`config.mk`:
```
export PLATFORM = sky130hd
export DESIGN_NAME = leaderboard_tracker
export DESIGN_NICKNAME = d
export VERILOG_FILES = /design/src/rtl/leaderboard_tracker.sv
export SDC_FILE = /design/constraint.sdc
export NUM_CORES = 1
export LEC_CHECK = 0
export CORE_MARGIN = 8
export CORE_UTILIZATION = 51
export CTS_CLUSTER_SIZE = 12
export DETAILED_ROUTE_END_ITERATION = 10
export PLACE_DENSITY = 0.8
export SYNTH_ARGS = -nofsm -noshare
export SYNTH_HDL_FRONTEND = slang
export SYNTH_SLANG_ARGS = --single-unit
```
`constraint.sdc`:
```
create_clock -name clk -period 2.2 [get_ports clk]
set_clock_uncertainty 0.2 [all_clocks]
set_input_delay 0.22 -clock clk [delete_from_list [all_inputs] [get_ports clk]]
set_output_delay 0.22 -clock clk [all_outputs]
set_load 0.02 [all_outputs]
```
`src/rtl/leaderboard_tracker.sv`:
```
// Leaderboard tracker: keeps per-player best (or cumulative) scores in an external
// RAM and maintains the overall leader record.
//
// state  | meaning
// INIT   | write 0 to every player slot, one per cycle
// IDLE   | ready for a request or a clear
// CHECK  | classify request: guest, bad id or registered
// FETCH  | issue the RAM read
// RDWAIT | wait out the remaining RAM latency
// CATCH  | capture the stored score
// UPDATE | write back if improved, update the leader record
// DONE   | one-cycle result pulse
module leaderboard_tracker #(
  parameter int NUM_PLAYERS = 8,
  parameter int SCORE_W     = 7,
  parameter int ADDR_W      = 5,
  parameter int RAM_LAT     = 2,
  parameter int MODE        = 0
) (
  input  logic               clk,
  input  logic               rst,
  input  logic               score_req,
  input  logic [SCORE_W-1:0] score,
  input  logic [4:0]         player_id,
  input  logic               is_guest,
  input  logic               clear_req,
  input  logic [SCORE_W-1:0] ram_rdata,
  output logic [ADDR_W-1:0]  ram_addr,
  output logic [SCORE_W-1:0] ram_wdata,
  output logic               ram_we,
  output logic               ram_re,
  output logic               ready,
  output logic               valid,
  output logic               err,
  output logic               personal_best,
  output logic               global_best,
  output logic [4:0]         global_id,
  output logic [SCORE_W-1:0] global_score,
  output logic               global_vld
);

  typedef enum logic [2:0] {INIT, IDLE, CHECK, FETCH, RDWAIT, CATCH, UPDATE, DONE} state_t;

  state_t             state, state_n;
  logic               run;
  logic [4:0]         init_cnt;
  logic [1:0]         wait_cnt;
  logic [SCORE_W-1:0] score_q, stored_q, gscore_q;
  logic [4:0]         pid_q, gid_q;
  logic               guest_q, pb_q, gb_q, err_q, gvld_q;

  logic               out_of_range;
  logic [SCORE_W:0]   sum;
  logic [SCORE_W-1:0] new_score;
  logic               improved, take_lead;
  logic [4:0]         gid_after;

  assign out_of_range = {27'd0, pid_q} >= 32'(NUM_PLAYERS);
  assign sum          = {1'b0, stored_q} + {1'b0, score_q};

  always_comb begin
    new_score = score_q;
    if (MODE == 1) new_score = sum[SCORE_W] ? '1 : sum[SCORE_W-1:0];
  end

  assign improved  = new_score > stored_q;
  assign take_lead = improved && (!gvld_q || new_score > gscore_q);
  assign gid_after = take_lead ? pid_q : gid_q;

  // Release is captured by one flop so INIT begins on the first edge after rst rises.
  always_ff @(posedge clk or negedge rst) begin
    if (!rst) run <= 1'b0;
    else      run <= 1'b1;
  end

  always_comb begin
    state_n   = state;
    ready     = 1'b0;
    valid     = 1'b0;
    ram_we    = 1'b0;
    ram_re    = 1'b0;
    ram_addr  = '0;
    ram_wdata = '0;
    case (state)
      INIT: if (run) begin
        ram_we   = 1'b1;
        ram_addr = ADDR_W'(init_cnt);
        if (init_cnt == 5'(NUM_PLAYERS - 1)) state_n = IDLE;
      end
      IDLE: begin
        ready = 1'b1;
        if (clear_req)      state_n = INIT;
        else if (score_req) state_n = CHECK;
      end
      CHECK:  state_n = (guest_q || out_of_range) ? DONE : FETCH;
      FETCH: begin
        ram_re   = 1'b1;
        ram_addr = ADDR_W'(pid_q);
        state_n  = (RAM_LAT == 1) ? CATCH : RDWAIT;
      end
      RDWAIT: if (wait_cnt == 2'd0) state_n = CATCH;
      CATCH:  state_n = UPDATE;
      UPDATE: begin
        ram_we    = improved;
        ram_addr  = ADDR_W'(pid_q);
        ram_wdata = new_score;
        state_n   = DONE;
      end
      DONE: begin
        valid   = 1'b1;
        state_n = IDLE;
      end
      default: state_n = INIT;
    endcase
  end

  always_ff @(posedge clk or negedge rst) begin
    if (!rst) begin
      state    <= INIT;
      init_cnt <= '0;
      wait_cnt <= '0;
      score_q  <= '0;
      stored_q <= '0;
      pid_q    <= '0;
      guest_q  <= 1'b0;
      pb_q     <= 1'b0;
      gb_q     <= 1'b0;
      err_q    <= 1'b0;
      gid_q    <= '0;
      gscore_q <= '0;
      gvld_q   <= 1'b0;
    end else begin
      state <= state_n;
      case (state)
        INIT: if (run) init_cnt <= init_cnt + 5'd1;
        IDLE: begin
          init_cnt <= '0;
          if (clear_req) begin
            gvld_q   <= 1'b0;
            gid_q    <= '0;
            gscore_q <= '0;
          end else if (score_req) begin
            score_q <= score;
            pid_q   <= player_id;
            guest_q <= is_guest;
            pb_q    <= 1'b0;
            gb_q    <= 1'b0;
            err_q   <= 1'b0;
          end
        end
        CHECK: begin
          if (guest_q)           pb_q  <= !gvld_q || (score_q > gscore_q);
          else if (out_of_range) err_q <= 1'b1;
        end
        FETCH:  wait_cnt <= 2'(RAM_LAT - 2);
        RDWAIT: wait_cnt <= wait_cnt - 2'd1;
        CATCH:  stored_q <= ram_rdata;
        UPDATE: begin
          pb_q <= improved;
          gb_q <= (pid_q == gid_after) && (gvld_q || take_lead);
          if (take_lead) begin
            gid_q    <= pid_q;
            gscore_q <= new_score;
            gvld_q   <= 1'b1;
          end
        end
        default: ;
      endcase
    end
  end

  assign err           = err_q;
  assign personal_best = pb_q;
  assign global_best   = gb_q;
  assign global_id     = gid_q;
  assign global_score  = gscore_q;
  assign global_vld    = gvld_q;

endmodule

```
=== After elaboration in Yosys (flattened, before gate mapping) ===
Index checks and enable logic that the tools add are counted.

* Memories kept: 0
* ROM bits: 0
* Bits in writable memories: 0
* Logic and storage cells: 97
* Latch bits: 0
* Input bits: 24
* Output and inout bits: 32
* Flip-flop bits (word level): 47

* Equality and inequality tests: 20
* Reduce and logical (&&, ||, !) cells: 22
* $lt $le $gt $ge: 3
* Mux-type cells: 35
* Bitwise operators: 1
* Divide/modulo/power cells: 0
* Multipliers: 0
* $add $sub $neg: 2
* Shifts and indexed selects: 0

{| class="wikitable"
|+ Operators by type and width
! kind !! number
|-
| $pmux 5 s2 || 3
|-
| $pmux 3 s8 || 1
|-
| $mux 7 || 3
|-
| $mux 5 || 4
|-
| $ne 2x2->1 const B || 10
|-
| $mux 3 || 6
|-
| $gt 7x7->1 || 2
|-
| $pmux 7 s2 || 1
|-
| $eq 3x3->1 const B || 4
|-
| $mux 1 || 11
|-
| $reduce_and 3->1 || 3
|-
| $pmux 1 s2 || 4
|-
| $reduce_and 4->1 || 2
|-
| $reduce_bool 2->1 || 4
|-
| $eq 3x2->1 const B || 2
|-
| $add 5x1->5 const B || 1
|-
| $eq 5x3->1 const B || 1
|-
| $eq 5x5->1 || 1
|-
| $ge 5x4->1 const B || 1
|-
| $reduce_and 5->1 || 1
|-
| $pmux 2 s2 || 1
|-
| $reduce_and 2->1 || 2
|-
| $eq 3x1->1 const B || 1
|-
| $logic_not 3->1 || 1
|-
| 10 further kinds || 13
|}

=== Logic depth before layout (Yosys ltp) ===
Gate-level depths: netlist of run 1.

* Depth after elaboration: 7
* Gate-level depth with buffers: 8
* Depth with buffers taken out: 7

=== Worst setup path before layout of run 1 ===
Ideal clock, no wire load.

* Path kind: reg2reg
* Start point: reg gscore_q[4], in the netlist global_score[4]
* End point: reg gvld_q, in the netlist global_vld
* Buffers on the path: 1
* Arrival time: 1799 ps
* Cell stages (with the launch flop): 9
* Data required time: 1881 ps
* Period minus slack after synthesis: 2118 ps
* Library setup time: 119 ps
* Path slack: 82 ps
* Path through: dfrtp_1 > inv_1 > ha_1 > a21oi_1 > o2111ai_1 > o21ai_0 > nor3_4 > buf_6 > o21a_1

* Word-level cells in the longest chain between the ends: 5

{| class="wikitable"
|+ Ends and longest elaborated chain
! what !! line !! text
|-
| start: declaration || 48 || <nowiki>logic [SCORE_W-1:0] score_q, stored_q, gscore_q;</nowiki>
|-
| start signal: assignment || 163 || <nowiki>gscore_q <= new_score;</nowiki>
|-
| $gt 7x7->1 || 67 || <nowiki>assign take_lead = improved && (!gvld_q || new_score > gscore_q);</nowiki>
|-
| $logic_or 1x1->1 || 67 ||
|-
| $logic_and 1x1->1 || 67 ||
|-
| $ne 2x2->1 (no source line) || -- ||
|-
| $reduce_and 3->1 (no source line) || -- ||
|-
| end signal: assignment || 131 || <nowiki>gvld_q <= 1'b0;</nowiki>
|-
| end signal: assignment || 139 || <nowiki>gvld_q <= 1'b0;</nowiki>
|-
| end signal: assignment || 164 || <nowiki>gvld_q <= 1'b1;</nowiki>
|-
| end: declaration || 50 || <nowiki>logic guest_q, pb_q, gb_q, err_q, gvld_q;</nowiki>
|}

Every way passes these cells.
A chain may end at the register's enable or synchronous reset.

=== Worst setup path in the final report of run 1 ===
* Start point: reg stored_q[4]
* End point: out ram_we

* Word-level cells in the longest chain between the ends: 2

{| class="wikitable"
|+ Ends and longest elaborated chain
! what !! line !! text
|-
| start: declaration || 48 ||
|-
| start signal: assignment || 157 || <nowiki>CATCH: stored_q <= ram_rdata;</nowiki>
|-
| $gt 7x7->1 || 66 || <nowiki>assign improved = new_score > stored_q;</nowiki>
|-
| $pmux 1 s2 || 84 || <nowiki>case (state)</nowiki>
|-
| end: declaration || 30 || <nowiki>output logic ram_we,</nowiki>
|}

Every way passes these cells.

==> flow_summary.json, run 1 <==
{
  "slew-limit-headroom_pct": 57.6,
  "fin_cells": 407,
  "drc": 0,
  "placedCellCount": 393,
  "timing.critical_path.to_type": "output pin",
  "cts_root_buf": "clkbuf_8",
  "vias": 2115,
  "die_h_um": 87.0,
  "grt_start_max_net_pins": 30,
  "ys_seq_area_share_pct": 45.8,
  "n_antenna_cell": 0,
  "grt_pass1_vias": 2264,
  "ys.flop_type": "dfrtp_1",
  "fin_crit_ps": 2320,
  "die_w_um": 87.0,
  "combPwrFrac_pct": 56.9,
  "status": "finished with violations",
  "routed_wl_um": 6580,
  "p_clk_share_pct": 10.7,
  "fmax_mhz": 430,
  "crit_fanout": 2,
  "die-area_um2": 7570,
  "synth_warnings": 0,
  "p_leak_nw": 1.70,
  "yosysUniqueCellTypes": 42,
  "via_per_inst": 5.20,
  "numClockSinks": 47,
  "layout.nets": 376,
  "firstDrtPassIters": 4,
  "hp-class": "input port to asynchronous set/reset pin",
  "synth_fp_nets": 289,
  "yosys-top-cells-area": "dfrtp_1 46%, mux2_2 8.8%, ha_1 7.8%",
  "post_drt_wl_per_cell_um": 16.2,
  "syn_avg_cell_area_um2": 10.3,
  "final_antenna_net_count": 0,
  "syn-cell-area_um2": 2570,
  "rows": 26,
  "final.period_utilization_pct": 106,
  "required_ps": 1780,
  "fin_util_pct": 71.7,
  "core_um2": 4980,
  "cts_tree": "yes",
  "arrival_ps": 1900,
  "dr.first_iter.drc_count": 111,
  "rsz0062_at_grt": "true",
  "synth_top_area_share_pct": 45.8,
  "synth-seq-cells": 47,
  "dpl.hpwl_um": 4820,
  "start_kind": "flop",
  "ir_drop_mv": 0.788,
  "place_congestion": 0.830,
  "cap_violations": 0,
  "grt.total_usage_pct": 18.2,
  "htree_levels": 2,
  "drive_gt1_share_pct": 25.5,
  "synth_edf_count": 0,
  "port_buffers": 55,
  "num_io_pins": 56,
  "yosysTopAreaCell": "dfrtp_1",
  "switchingPower_w": 0.00196,
  "crit_type": "flop to output pin",
  "cts_buffers": 5,
  "clock_latency_ps": 300,
  "clk_pin_slew_ps": 90,
  "start_util_pct": 51.6,
  "seqPwrFrac_pct": 32.4,
  "power_density_nw_per_um2": 1340,
  "worst_pin_slew_ps": 635,
  "grt_pass1_wl_um": 10600,
  "async_flop_share_pct": 100,
  "fillers": 370,
  "drv_slew": 0,
  "cell_internal_pwr_w": 0.00281,
  "grt-ovfl-total": 0,
  "ctsLongestPathBuffers": 2,
  "setup_viol": 13,
  "whs_ps": 265,
  "sw_frac_of_total_pct": 41.1,
  "hold_viol": 0,
  "synthCells": 249,
  "syn_to_final_growth_pct": 38.9,
  "violations": "setup timing",
  "antenna_found_initial": 0,
  "finalWorstSetupSlack_ps": -124
}
-- final timing paths --
check                                to         from  cells after the start  slack, ps
min                        new_score[0]          rst                      2        270
max reg2reg                global_id[1]  stored_q[4]                      9        -60
min in group clk            wait_cnt[0]  wait_cnt[0]                      1        310
min reg2reg                 wait_cnt[0]  wait_cnt[0]                      1        310
max in group asynchronous      state[2]          rst                      3        940
max                              ram_we  stored_q[4]                      8       -120
-- power by group through the flow --
stage                     sequential [W]  clock (W)  combinational, W
final                            0.00154   0.000509           0.00271
after detailed placement         0.00154          0           0.00248
after global placement           0.00152          0           0.00241
after CTS                        0.00153   0.000522           0.00258
after floorplan                  0.00158          0           0.00141
after global routing             0.00159   0.000553           0.00298
-- cells in the final DEF, fill, tap and decap left out, types with 3 or more instances in the layout --
cell,netlist,final
nand2_1,28,28
clkdlybuf4s15_1,0,3
dfrtp_1,47,46
mux2i_1,12,12
clkdlybuf4s50_1,0,40
a22o_1,6,6
buf_4,2,30
mux2_2,20,20
dlygate4sd2_1,0,8
clkbuf_8,0,5
a21oi_1,10,7
buf_6,2,4
xor2_1,5,5
o21ai_0,6,5
ha_4,0,4
clkinv_2,0,3
xnor2_1,4,4
ha_1,16,12
a21oi_2,0,3
nor2_1,15,15
inv_1,29,28
nand4_1,6,6
-- through the flow --
step	power [W]	TNS, ps	instance area, µm²	setup slack, ps
global placement	0.00393	-784	3350	-254
global route	0.00512	-2720	3570	-267
detailed placement	0.00402	-1150	3350	-271
floorplan	0.00299	0	2570	82.2
finish	0.00477	-568	3570	-124
CTS	0.00464	-96.9	3520	-96.9
-- state kept, by name, indices dropped and copies added (netlist names) --
signal	flops
global_score	7
new_score	7
stored_q	7
global_id	5
init_cnt	5
pid_q	5
state	3
wait_cnt	2
err	1
global_best	1
global_vld	1
guest_q	1
personal_best	1
run	1
-- critical path: stages (launching register included) --
cell and delay [ps]:
dfrtp_1 360, inv_1 50, ha_1 320, nand4_1 160, a21oi_2 150, o22ai_2 110
or2_4 270, nand2b_4 70, buf_6 110
-- logic make-up after synthesis --
| family | after synthesis | synth area share, % |
|---|---|---|
| mux | 32 | 13.4 |
| fa+ha+maj | 16 | 7.79 |
| xor+xnor | 9 | 3.07 |
| buf+inv | 39 | 6.67 |
| other cells | 1 | 0.146 |
| simple gates | 72 | 14.6 |
| compound gates | 33 | 8.52 |
| flops | 47 | 45.8 |
-- layer usage --
metal	part of all wire, %	GRT usage (%)
met4	1.4	7.20
met1	42	21.2
met5	0	0
met3	7.3	5.47
met2	49	30.3
-- layout make-up --
| type | count | area, µm² | area share (%) |
|---|---|---|---|
| sequential | 47 | 1180 | 33.0 |
| multi-input combinational | 163 | 1310 | 36.8 |
| clock inverter | 3 | 15.0 | 0.421 |
| tap | 70 | 87.6 | 2.45 |
| inverter | 30 | 113 | 3.15 |
| timing repair buffer | 89 | 796 | 22.3 |
| clock buffer | 5 | 68.8 | 1.93 |
-- cells in the mapped netlist (2+ instances only) --
cell      number
ha_1          16
and3_1         3
a21oi_1       10
o21ai_0        6
xnor2_1        4
nand2b_1       3
buf_2          2
a22o_1         6
buf_4          2
clkbuf_1       3
nand3_1        2
xor2_1         5
nor2_1        15
nor3_1         2
mux2i_1       12
a31oi_1        2
or3_1          2
or2_2          2
a211oi_1       2
nand2_1       28
mux2_2        20
dfrtp_1       47
buf_6          2
nand4_1        6
nand3b_1       2
inv_1         29
-- timing repair --
action	in CTS	in global routing
hold buffers	1	0
gates resized for setup	31	15
pin swaps	5	6
endpoints found under the hold margin	27	0
setup endpoints to repair	27	18
buffers inserted	4	2
(Power assumes the default switching activity.)
==> run 2, diff against run 1 <==
==> constraint.sdc (replaced) <==
create_clock -name clk -period 2.5 [get_ports clk]
set_clock_uncertainty 0.2 [all_clocks]
set_input_delay 0.25 -clock clk [delete_from_list [all_inputs] [get_ports clk]]
set_output_delay 0.25 -clock clk [all_outputs]
set_load 0.02 [all_outputs]
==> run 2 against run 1 <==
The flow now finishes without violations. Worst setup slack better by 220 ps. Routed wire length down 4.9%. Hold slack better by 49 ps. Cell count down 4.2%. Critical path type unchanged. Critical endpoint is now ram_wdata[4]. Highest routed layer unchanged.
==> flow_summary.json, run 2 (same netlist as run 1, synthesis figures left out) <==
{
  "power_w": 0.00395,
  "drv_slew": 0,
  "drc": 0,
  "hp-class": "flop to flop",
  "status": "finished clean",
  "crit_fanout": 10,
  "most-common-layout-cells": "47 x clkdlybuf4s50_1, 45 x dfrtp_1, 29 x inv_1",
  "final.period_utilization_pct": 96.0,
  "worstReg2RegEnd": "global_best",
  "rsz0062_at_grt": "false",
  "path_cells": "and3b_2, nand2_1, inv_1, clkdlybuf4s50_1",
  "ir_drop_mv": 0.619,
  "drive_gt1_share_pct": 18.4,
  "num_io_pins": 56,
  "r2r-start": "new_score[6]",
  "crit_slowest_cell": "clkdlybuf4s50_1",
  "min-delay-start": "stored_q[5]",
  "die_w_um": 87.0,
  "setup_viol": 0,
  "ctsLongestPathBuffers": 2,
  "critPathMaxStageDelay_ps": 600,
  "clock_latency_ps": 310,
  "finalSetupTns_ps": 0,
  "crit_type": "flop to output pin",
  "antenna_found_initial": 0,
  "critPathBufInv": 2,
  "post_drt_wl_per_cell_um": 16.0,
  "die-area_um2": 7570,
  "start_util_pct": 51.6,
  "whs_ps": 314,
  "p_leak_nw": 1.63,
  "hold_viol": 0,
  "dr.first_iter.drc_count": 141,
  "routed_wl_um": 6260,
  "layout.nets": 359,
  "timing.critical_path.to_type": "output pin",
  "cts_tree": "yes",
  "dpl.hpwl_um": 4540,
  "min_to": "stored_q[5]",
  "grt_pass1_vias": 2024,
  "die_h_um": 87.0,
  "htree_levels": 2,
  "grt-ovfl-total": 0,
  "grt_start_max_net_pins": 48,
  "grt.total_usage_pct": 17.3,
  "numClockSinks": 47,
  "via_per_inst": 5.14,
  "place_congestion": 0.855,
  "slew-limit-headroom_pct": 60.1,
  "final_antenna_net_count": 0,
  "final_common_cell": "clkdlybuf4s50_1",
  "clk_pin_slew_ps": 100,
  "syn_to_final_growth_pct": 32.4,
  "vias": 2005,
  "cts_buffers": 5,
  "fmax_mhz": 417,
  "r2r_cells": 8,
  "required_ps": 2050,
  "arrival_ps": 1950,
  "cts_root_buf": "clkbuf_8",
  "start_kind": "flop",
  "port_buffers": 55,
  "n_antenna_cell": 0,
  "reg2reg_slack_ps": 190,
  "critical_path.top_delay_family": "buffers and inverters",
  "firstDrtPassIters": 4,
  "grt_pass1_wl_um": 10200,
  "rows": 26,
  "worst_pin_slew_ps": 598,
  "core_um2": 4980,
  "cap_violations": 0,
  "power_density_nw_per_um2": 1160,
  "whs_path_depth": 1,
  "fin_crit_ps": 2400
}
==> run 2: what timing repair did <==
action                                 in CTS  in global routing
pin swaps                                   0                  1
setup endpoints to repair                  12                 10
endpoints found under the hold margin      47                  0
setup buffers                               0                  1
resized for setup                          11                  8
hold buffers                                1                  0
==> run 2: where the power goes <==
group          switching, W  total [W]  internal (W)
combinational       0.00105    0.00209       0.00104
sequential         0.000308    0.00137       0.00107
clock              0.000281   0.000481      0.000200
==> run 2: worst max path at each step <==
stage	start	end	slack, ps	depth (start not counted)
final	state[0]	ram_wdata[4]	100	4
after global routing	stored_q[6]	ram_we	20	8
after CTS	state[0]	ram_addr[3]	7	4
after detailed placement	stored_q[6]	ram_we	10	8
after global placement	new_score[6]	ram_we	20	7
after floorplan	global_score[4]	global_vld	380	8
==> run 2: final cells by class <==
type | instances | area [µm²]
Clock buffer | 5 | 68.8
Clock inverter | 3 | 23.8
Fill cell | 392 | 1580
Inverter | 30 | 113
Multi-Input combinational cell | 163 | 1240
Sequential cell | 47 | 1180
Tap cell | 70 | 87.6
Timing Repair Buffer | 72 | 693
==> run 2: per-layer routing <==
metal | vias up | global-route usage (%) | wire [µm]
li1 | 985 | - | -
met3 | 6 | 5.38 | 412
met4 | 0 | 4.85 | 59
met1 | 958 | 21.5 | 2860
met2 | 56 | 27.9 | 2930
met5 | - | 0 | 0
==> run 2: stage by stage <==
step                utilization [%]  area (µm²)  worst slack, ps  cells
detailed placement             65.7        3270             12.0    380
global placement               65.7        3270             15.2    380
CTS                            67.7        3370             6.62    389
global route                   68.4        3400             16.7    390
finish                         68.4        3400              100    390
floorplan                         -        2570              382    249
==> run 3, diff against run 2 <==
--- a/config.mk
+++ b/config.mk
@@ -6,10 +6,9 @@
 export NUM_CORES = 1
 export LEC_CHECK = 0
 export CORE_MARGIN = 8
-export CORE_UTILIZATION = 51
-export CTS_CLUSTER_SIZE = 12
+export CORE_UTILIZATION = 35
+export CTS_CLUSTER_SIZE = 25
 export DETAILED_ROUTE_END_ITERATION = 10
-export PLACE_DENSITY = 0.8
 export SYNTH_ARGS = -nofsm -noshare
 export SYNTH_HDL_FRONTEND = slang
 export SYNTH_SLANG_ARGS = --single-unit
==> run 3 against run 2 <==
Routed wire length is 0.62% higher. Cell count rose by 7.9%. Combinational power about the same. Sequential share of layout area decreased by 0.33 points. Die area grew 37%. Clock-buffer cell count rose by 1. Sequential cell count stayed put. Non-clock buffer count is 2 higher. Critical path depth increased by 1. Clock power fell by 5.4%. Critical endpoint unchanged. Largest power group unchanged.
==> flow_summary.json, run 3 (same netlist as run 1, synthesis figures left out) <==
{
  "grt_start_max_net_pins": 48,
  "required_ps": 2050,
  "vias": 2009,
  "fin_crit_ps": 2380,
  "final_area_um2": 3430,
  "rows": 31,
  "dpl.hpwl_um": 4670,
  "power_density_nw_per_um2": 1130,
  "met2_usage_pct": 19.5,
  "antenna_found_initial": 0,
  "start_kind": "flop",
  "dpl_cell_area_um2": 3330,
  "htree_levels": 2,
  "crit_start": "state[0]",
  "die_h_um": 102,
  "cts_root_buf": "clkbuf_8",
  "status": "finished clean",
  "drv_slew": 0,
  "drc": 0,
  "slew-limit-headroom_pct": 59.3,
  "post_drt_wl_per_cell_um": 15.0,
  "hold_viol": 0,
  "clk_pin_slew_ps": 80,
  "grt-ovfl-total": 0,
  "grt.total_usage_pct": 13.1,
  "finalWorstSetupSlack_ps": 119,
  "critPathBufInv": 3,
  "syn_to_final_growth_pct": 33.5,
  "start_util_pct": 35.8,
  "busiest_layer": "met2",
  "clock_latency_ps": 300,
  "post_cts_buffers": 0,
  "num_io_pins": 56,
  "ctsLongestPathBuffers": 2,
  "n_antenna_cell": 0,
  "cts_tree": "yes",
  "hp-class": "flop to flop",
  "fmax_mhz": 420,
  "numClockSinks": 47,
  "path_cells": "and3b_1, buf_4, nand2_1, inv_1, clkdlybuf4s50_1",
  "r2r-start": "new_score[6]",
  "via_per_inst": 4.77,
  "port_buffers": 55,
  "dp_slack_ps": -22.8,
  "min-delay-start": "stored_q[2]",
  "timing.critical_path.to_type": "output pin",
  "use_met1_pct": 17.7,
  "final_antenna_net_count": 0,
  "setup_viol": 0,
  "grt_pass1_wl_um": 10600,
  "core_um2": 7180,
  "finalSetupTns_ps": 0,
  "place_congestion": 0.778,
  "final.period_utilization_pct": 95.3,
  "ir_drop_mv": 0.490,
  "worst_pin_slew_ps": 611,
  "met3_usage_pct": 4.19,
  "crit_type": "flop to output pin",
  "cap_violations": 0,
  "critical_path.top_delay_family": "buffers and inverters",
  "p_leak_nw": 1.61,
  "power_w": 0.00389,
  "die-area_um2": 10300,
  "firstDrtPassIters": 6,
  "crit_slowest_cell": "clkdlybuf4s50_1",
  "drive_gt1_share_pct": 17.4,
  "arrival_ps": 1930,
  "routed_wl_um": 6300,
  "crit_fanout": 10,
  "dr.first_iter.drc_count": 114,
  "rsz0062_at_grt": "true",
  "grt_pass1_vias": 2111,
  "cts_buffers": 5,
  "whs_ps": 317,
  "critPathMaxStageDelay_ps": 590,
  "most-common-layout-cells": "46 x dfrtp_1, 46 x clkdlybuf4s50_1, 29 x inv_1",
  "die_w_um": 102,
  "layout.nets": 361
}
==> run 3: cell count changes in the layout (fill, tap and decap cells not counted), sizes merged <==
cell	before	now
buf	18	20
clkbuf	5	6
clkdlybuf4s50	47	46
clkinv	0	1
clkinvlp	2	1
dlygate4sd2	2	6
dlymetal6s2s	4	1
inv	31	30
==> run 3: where the power goes <==
part | internal [W] | total [W] | switching (W)
Combinational | 0.00104 | 0.00207 | 0.00103
Sequential | 0.00106 | 0.00136 | 0.000299
Clock | 0.000196 | 0.000455 | 0.000259
==> run 3: per-layer routing <==
| metal | wire [µm] | part of all wire (%) |
|---|---|---|
| met1 | 3090 | 49 |
| met2 | 2720 | 43 |
| met3 | 406 | 6.4 |
| met4 | 87 | 1.4 |
| met5 | 0 | 0 |
==> run 3: metrics by stage <==
stage | util (%) | instances
6_report | 47.8 | 421
5_1_grt | 47.8 | 421
4_1_cts | 47.6 | 421
3_5_place_dp | 46.4 | 412
3_3_place_gp | 46.4 | 412
2_1_floorplan | - | 249
==> run 3: final timing paths <==
check,endpoint,depth (start not counted),slack (ps)
setup / recovery,ram_wdata[4],5,120
hold / removal,stored_q[2],1,320
setup reg to reg,global_best,8,120
hold reg to reg,stored_q[2],1,320
max in group asynchronous,state[1],3,1270
min in group asynchronous,wait_cnt[1],3,370
==> run 3: timing repair <==
action	CTS	global route
resized for setup	12	3
pin swaps	0	1
setup endpoints to repair	7	2
hold buffers	1	0
endpoints found under the hold margin	47	0
==> run 3: area by class of cell <==
class	instances	area, µm²
Inverter	30	113
Tap cell	99	124
Fill cell	689	3740
Clock inverter	2	12.5
Clock buffer	6	72.6
Sequential cell	47	1180
Multi-Input combinational cell	163	1240
Timing Repair Buffer	74	696
